`config.mk`:
```
export PLATFORM = sky130hd
export DESIGN_NAME = reset_sequencer_flat
export DESIGN_NICKNAME = d
export VERILOG_FILES = /design/src/rtl/reset_sequencer_if.sv /design/src/rtl/reset_sequencer.sv /design/src/flat_wrapper.sv
export SDC_FILE = /design/constraint.sdc
export NUM_CORES = 1
export LEC_CHECK = 0
export ABC_AREA = 0
export CORE_ASPECT_RATIO = 2
export CORE_MARGIN = 2
export CORE_UTILIZATION = 45
export CTS_CLUSTER_DIAMETER = 50
export DETAILED_ROUTE_END_ITERATION = 8
export PLACE_DENSITY = 0.67
export SLEW_MARGIN = 25
export SYNTH_ARGS = -nofsm -noshare
export SYNTH_HDL_FRONTEND = slang
export SYNTH_SLANG_ARGS = --single-unit
```
`constraint.sdc`:
```
create_clock -name clk -period 1.81 [get_ports clk]
set_clock_uncertainty 0.05 [all_clocks]
set_input_delay 0.2715 -clock clk [delete_from_list [all_inputs] [get_ports clk]]
set_output_delay 0.2715 -clock clk [all_outputs]
set_load 0.02 [all_outputs]
```
`src/rtl/reset_sequencer_if.sv`:
```
// Board and MMIO side of the reset sequencer: request inputs, reset outputs and status.
// The slave modport is the sequencer's view; master is the board/SoC side that drives the requests.
interface reset_sequencer_if;
    logic       button_in;
    logic       sw_reset_req;
    logic       wdt_expire;
    logic       mem_init_done;
    logic       periph_reset_n;
    logic       cpu_reset_n;
    logic [3:0] reset_cause;
    logic       mem_timeout;
    logic       busy;

    modport master (
        output button_in, sw_reset_req, wdt_expire, mem_init_done,
        input  periph_reset_n, cpu_reset_n, reset_cause, mem_timeout, busy
    );

    modport slave (
        input  button_in, sw_reset_req, wdt_expire, mem_init_done,
        output periph_reset_n, cpu_reset_n, reset_cause, mem_timeout, busy
    );
endinterface

```
`src/rtl/reset_sequencer.sv`:
```
// Sequences the peripheral/memory domain and then the CPU out of reset, and records
// the cause of the last reset for firmware.
module reset_sequencer #(
    parameter int DEBOUNCE_CYCLES = 16,
    parameter int HOLD_CYCLES     = 64,
    parameter int MEM_TIMEOUT     = 1024,
    parameter int GAP_CYCLES      = 8
) (
    input  logic              clk,
    input  logic              reset,
    reset_sequencer_if.slave  bus
);

    localparam int MAX_HM  = (HOLD_CYCLES > MEM_TIMEOUT) ? HOLD_CYCLES : MEM_TIMEOUT;
    localparam int MAX_CYC = (MAX_HM > GAP_CYCLES) ? MAX_HM : GAP_CYCLES;
    localparam int CW      = $clog2(MAX_CYC);
    localparam int DW      = $clog2(DEBOUNCE_CYCLES);

    localparam logic [CW-1:0] HOLD_LAST = CW'(HOLD_CYCLES - 1);
    localparam logic [CW-1:0] MEM_LAST  = CW'(MEM_TIMEOUT - 1);
    localparam logic [CW-1:0] GAP_LAST  = CW'(GAP_CYCLES - 1);
    localparam logic [DW-1:0] DEB_LAST  = DW'(DEBOUNCE_CYCLES - 1);

    typedef enum logic [1:0] {
        HOLD,
        WAIT_MEM,
        GAP,
        RUN
    } state_t;

    state_t        state;
    logic [CW-1:0] counter;
    logic          btn_meta;
    logic          btn_sync;
    logic [DW-1:0] deb_cnt;
    logic          btn_req;
    logic          req;
    logic [3:0]    cause_bits;
    logic          periph_reset_n_q;
    logic          cpu_reset_n_q;
    logic [3:0]    reset_cause_q;
    logic          mem_timeout_q;
    logic          busy_q;

    // The button is asynchronous: synchronize it, then require it to stay high
    // for DEBOUNCE_CYCLES consecutive cycles before it counts as a press.
    always_ff @(posedge clk or posedge reset) begin
        if (reset) begin
            btn_meta <= 1'b0;
            btn_sync <= 1'b0;
            deb_cnt  <= '0;
        end else begin
            btn_meta <= bus.button_in;
            btn_sync <= btn_meta;
            if (!btn_sync) begin
                deb_cnt <= '0;
            end else if (deb_cnt != DEB_LAST) begin
                deb_cnt <= deb_cnt + DW'(1);
            end
        end
    end

    assign btn_req    = btn_sync && (deb_cnt == DEB_LAST);
    assign req        = btn_req | bus.sw_reset_req | bus.wdt_expire;
    assign cause_bits = {bus.wdt_expire, bus.sw_reset_req, btn_req, 1'b0};

    // Outputs are set alongside the state they belong to, so each one is a plain
    // register that changes on the same edge as the state transition.
    always_ff @(posedge clk or posedge reset) begin
        if (reset) begin
            state            <= HOLD;
            counter          <= '0;
            periph_reset_n_q <= 1'b0;
            cpu_reset_n_q    <= 1'b0;
            reset_cause_q    <= 4'b0001;
            mem_timeout_q    <= 1'b0;
            busy_q           <= 1'b1;
        end else if (req) begin
            // Requests arriving during HOLD accumulate; a fresh event replaces the old cause.
            state            <= HOLD;
            counter          <= '0;
            periph_reset_n_q <= 1'b0;
            cpu_reset_n_q    <= 1'b0;
            mem_timeout_q    <= 1'b0;
            busy_q           <= 1'b1;
            if (state == HOLD) begin
                reset_cause_q <= reset_cause_q | cause_bits;
            end else begin
                reset_cause_q <= cause_bits;
            end
        end else begin
            case (state)
                HOLD: begin
                    if (counter == HOLD_LAST) begin
                        state            <= WAIT_MEM;
                        counter          <= '0;
                        periph_reset_n_q <= 1'b1;
                    end else begin
                        counter <= counter + CW'(1);
                    end
                end
                WAIT_MEM: begin
                    if (bus.mem_init_done) begin
                        state   <= GAP;
                        counter <= '0;
                    end else if (counter == MEM_LAST) begin
                        state         <= GAP;
                        counter       <= '0;
                        mem_timeout_q <= 1'b1;
                    end else begin
                        counter <= counter + CW'(1);
                    end
                end
                GAP: begin
                    if (counter == GAP_LAST) begin
                        state         <= RUN;
                        counter       <= '0;
                        cpu_reset_n_q <= 1'b1;
                        busy_q        <= 1'b0;
                    end else begin
                        counter <= counter + CW'(1);
                    end
                end
                default: begin
                    counter <= '0;
                end
            endcase
        end
    end

    assign bus.periph_reset_n = periph_reset_n_q;
    assign bus.cpu_reset_n    = cpu_reset_n_q;
    assign bus.reset_cause    = reset_cause_q;
    assign bus.mem_timeout    = mem_timeout_q;
    assign bus.busy           = busy_q;

endmodule

```
`src/flat_wrapper.sv`:
```
// flat-port wrapper written by rule: the top's interface ports become plain ports
module reset_sequencer_flat 
#(
    parameter int DEBOUNCE_CYCLES = 16,
    parameter int HOLD_CYCLES     = 64,
    parameter int MEM_TIMEOUT     = 1024,
    parameter int GAP_CYCLES      = 8
)
  (clk, reset, bus_button_in, bus_sw_reset_req, bus_wdt_expire, bus_mem_init_done, bus_periph_reset_n, bus_cpu_reset_n, bus_reset_cause, bus_mem_timeout, bus_busy);
  reset_sequencer_if bus_i ();
  input  logic clk;
  input  logic reset;
  input wire logic [$bits(bus_i.button_in)-1:0] bus_button_in;
  input wire logic [$bits(bus_i.sw_reset_req)-1:0] bus_sw_reset_req;
  input wire logic [$bits(bus_i.wdt_expire)-1:0] bus_wdt_expire;
  input wire logic [$bits(bus_i.mem_init_done)-1:0] bus_mem_init_done;
  output wire logic [$bits(bus_i.periph_reset_n)-1:0] bus_periph_reset_n;
  output wire logic [$bits(bus_i.cpu_reset_n)-1:0] bus_cpu_reset_n;
  output wire logic [$bits(bus_i.reset_cause)-1:0] bus_reset_cause;
  output wire logic [$bits(bus_i.mem_timeout)-1:0] bus_mem_timeout;
  output wire logic [$bits(bus_i.busy)-1:0] bus_busy;
  assign bus_i.button_in = bus_button_in;
  assign bus_i.sw_reset_req = bus_sw_reset_req;
  assign bus_i.wdt_expire = bus_wdt_expire;
  assign bus_i.mem_init_done = bus_mem_init_done;
  assign bus_periph_reset_n = bus_i.periph_reset_n;
  assign bus_cpu_reset_n = bus_i.cpu_reset_n;
  assign bus_reset_cause = bus_i.reset_cause;
  assign bus_mem_timeout = bus_i.mem_timeout;
  assign bus_busy = bus_i.busy;
  reset_sequencer #(.DEBOUNCE_CYCLES(DEBOUNCE_CYCLES), .HOLD_CYCLES(HOLD_CYCLES), .MEM_TIMEOUT(MEM_TIMEOUT), .GAP_CYCLES(GAP_CYCLES)) u_core (.clk(clk), .reset(reset), .bus(bus_i));
endmodule
```
==> results.yml <==
timing:
  fin_ws_ns: -0.0185
  slew_headroom: 0.717
  final.min_clock_period_ns: 1.83
  fin_crit_sh: 1.01
  tightest_slew_ns: 0.423
  setup_viol: 2
  max_freq_mhz: 547
  maxSlewViolCount: 0
  final.setup.tns_ns: -0.0296
  rsz0062_at_grt: "true"
  finalHoldViolCount: 0
layout:
  register_area_um2: 653
  insertedDiodeCount: 0
  multi_input_area_um2: 628
  n_fill_cell: 214
  syn_to_final_growth_pct: 37.7
  finalNetCount: 164
  layout-drive-gt1-share: 0.225
setup_path:
  path_class: "register to register"
  crit_path_start_kind: "register"
  cp_slowest_cell: "dfrtp_1"
  r2r_slack_ns: -0.02
  critical-path-top-delay-family: "simple AND/OR/NAND/NOR gates"
  worstPathMaxFanout: 3
  crit_path_frequent_cell: "buf_4"
  endpoint_kind: "register"
  crit_chain: "nor4_4 > buf_4 > a31oi_4 > buf_4 > nor4_1 > o32ai_1"
  worstPathRequired_ns: 1.92
  max_stage_delay_ns: 0.43
  crit_buf_inv: 2
  cp.arrival_ns: 1.94
synth:
  syn_nets: 130
  syn_area_per_cell_um2: 10.5
  muxShareOfSynthArea: 0.00806
  synth_xor_area_frac: 0.0635
  synth_cell_types: 33
  yosysTopAreaCell: "dfrtp_1"
  synthCells: 118
  yosys.cell_count.top_type: "dfrtp_1"
  ys_seq_area_frac: 0.526
  synth.ff_latch_count: 26
  synth_flop_cell: "dfrtp_1"
  yosys.area_share.simple: 0.205
  netlist.area_leader.share: 0.484
  yosys_warnings: 0
  synth-compound-area-share: 0.104
  netlist_area_um2: 1240
  synthAdderAreaFrac: 0.0605
  synth_edf_count: 0
  synth_top_family_by_area: "simple AND/OR/NAND/NOR gates"
  yosys-top-cells-area: "dfrtp_1 (48%), ha_1 (6.0%), nor2_1 (4.5%), dfstp_2 (4.2%), xor2_1 (3.5%)"
  ys_async_sr_fraction: 1.00
  synth_commonest_cells: "dfrtp_1 (24), nor2_1 (15), inv_1 (10), nand2_1 (8), ha_1 (6)"
floorplan:
  start_util: 0.459
  core-area_um2: 2700
  fp-row-count: 27
  die_x_um: 41.1
  ios: 14
  die_h_um: 78.3
  dieArea_um2: 3220
grt:
  grt_pass1_wl_um: 4910
  grt_use_total: 0.217
  overflow: 0
  grt_max_degree: 18
  grt_pass1_vias: 1138
  antenna_found_initial: 0
routing:
  drt_iter0_drc: 31
  drtAntennaViolNets: 0
  routedWlPerCell_um: 16.7
  vias_per_cell: 5.72
  drcViolationCount: 0
  firstDrtPassIters: 4
  vias: 1029
  drt_wl_total_um: 3000
clock_tree:
  cts_made_buffers: 3
  path_clk_slew_ns: 0.09
  cts_tree: "built"
  htree_levels: 1
  cts_hold_buf: 0
  cts_max_path_buffers: 2
  cts_sinks: 26
  clk_latency_ns: 0.28
  root_buffer: "clkbuf_8"
pwr:
  ir_drop_mv: 0.554
  powerDensity_nw_per_um2: 672
  p_total_uw: 1150
  p_leak_uw: 0.000748
hold_path:
  min_path_type: "input pin to asynchronous set/reset pin"
status:
  outcome: "complete, but fails checks"
  violations: "setup timing"
place:
  gp_congestion: 0.835
  dp_slack_ns: -0.156
  portBuffers: 13
  dp_hpwl_um: 2020
flow_run:
  cap_violations: 0
## registers in the layout, summed over array words and instances, names as in the netlist
register / flops
u_core.btn_sync: 1
u_core.bus.busy: 1
u_core.bus.periph_reset_n: 1
u_core.bus.mem_timeout: 1
u_core.bus.cpu_reset_n: 1
u_core.btn_meta: 1
u_core.state: 2
u_core.bus.reset_cause: 4
u_core.deb_cnt: 4
u_core.counter: 10
## through the flow
stage	utilization	cells	hold slack, ns	instance area, µm²
after floorplan	-	118	0.253	1240
after global placement	0.563	173	0.291	1520
after detailed placement	0.563	173	0.286	1520
after CTS	0.621	179	0.238	1680
after global routing	0.632	180	0.276	1710
final	0.632	180	0.227	1710
## report_power, final
group          switching [µW]  internal (µW)  total (µW)
Combinational            31.9           30.7        62.6
Clock                     193            296         489
Sequential               7.64            590         598
## layout make-up
type,count,share of cell area
clock buffers,3,0.0242
inverters,10,0.0220
repair buffers,30,0.165
flip-flops and latches,26,0.382
multi-input cells,81,0.367
well taps,29,0.0212
clock inverters,1,0.0176
## cells in the final DEF (no fill, tap or decap), drive strengths merged, types with 5 or more instances in the layout
cell	Yosys	final
dfrtp	24	24
buf	0	17
nor2	15	15
clkdlybuf4s50	0	13
inv	10	10
nand2	8	8
ha	6	6
nand4	5	5
xor2	5	5
and2	5	5
## path summary, 6_finish.rpt
check,startpoint,to,depth (start not counted)
worst min-delay path,reset,u_core.bus.cpu_reset_n,2
worst max-delay path,u_core.counter[6],u_core.state[1],6
max in group asynchronous,reset,u_core.counter[0],3
worst min register to register,u_core.btn_meta,u_core.btn_sync,0
worst max register to register,u_core.counter[6],u_core.state[1],6
min in group clk,u_core.btn_meta,u_core.btn_sync,0
## layer usage
| metal | GRT usage | wire length (µm) | vias up |
|---|---|---|---|
| met1 | 0.239 | 1180 | 514 |
| met5 | 0 | 0 | - |
| li1 | - | - | 479 |
| met3 | 0.0452 | 77 | 14 |
| met2 | 0.355 | 1630 | 22 |
| met4 | 0.119 | 114 | 0 |
## repair_timing
| item | 4_1_cts | 5_1_grt |
|---|---|---|
| hold endpoints to repair | 0 | 0 |
| gates resized for setup | 11 | 2 |
| pin swaps | 2 | 4 |
| gates cloned | 0 | 0 |
| setup endpoints to repair | 12 | 11 |
| setup buffers | 2 | 1 |
## cell families (layout without fill, tap and decap cells)
family | after synthesis | in the layout
adders and majority gates | 6 | 6
AOI/OAI and AO/OA | 17 | 17
DFF | 26 | 26
xor gates and xnor gates | 9 | 9
and+or+nand+nor | 48 | 48
buffers and inverters | 11 | 44
muxes | 1 | 1
(Power assumes the default switching activity.)
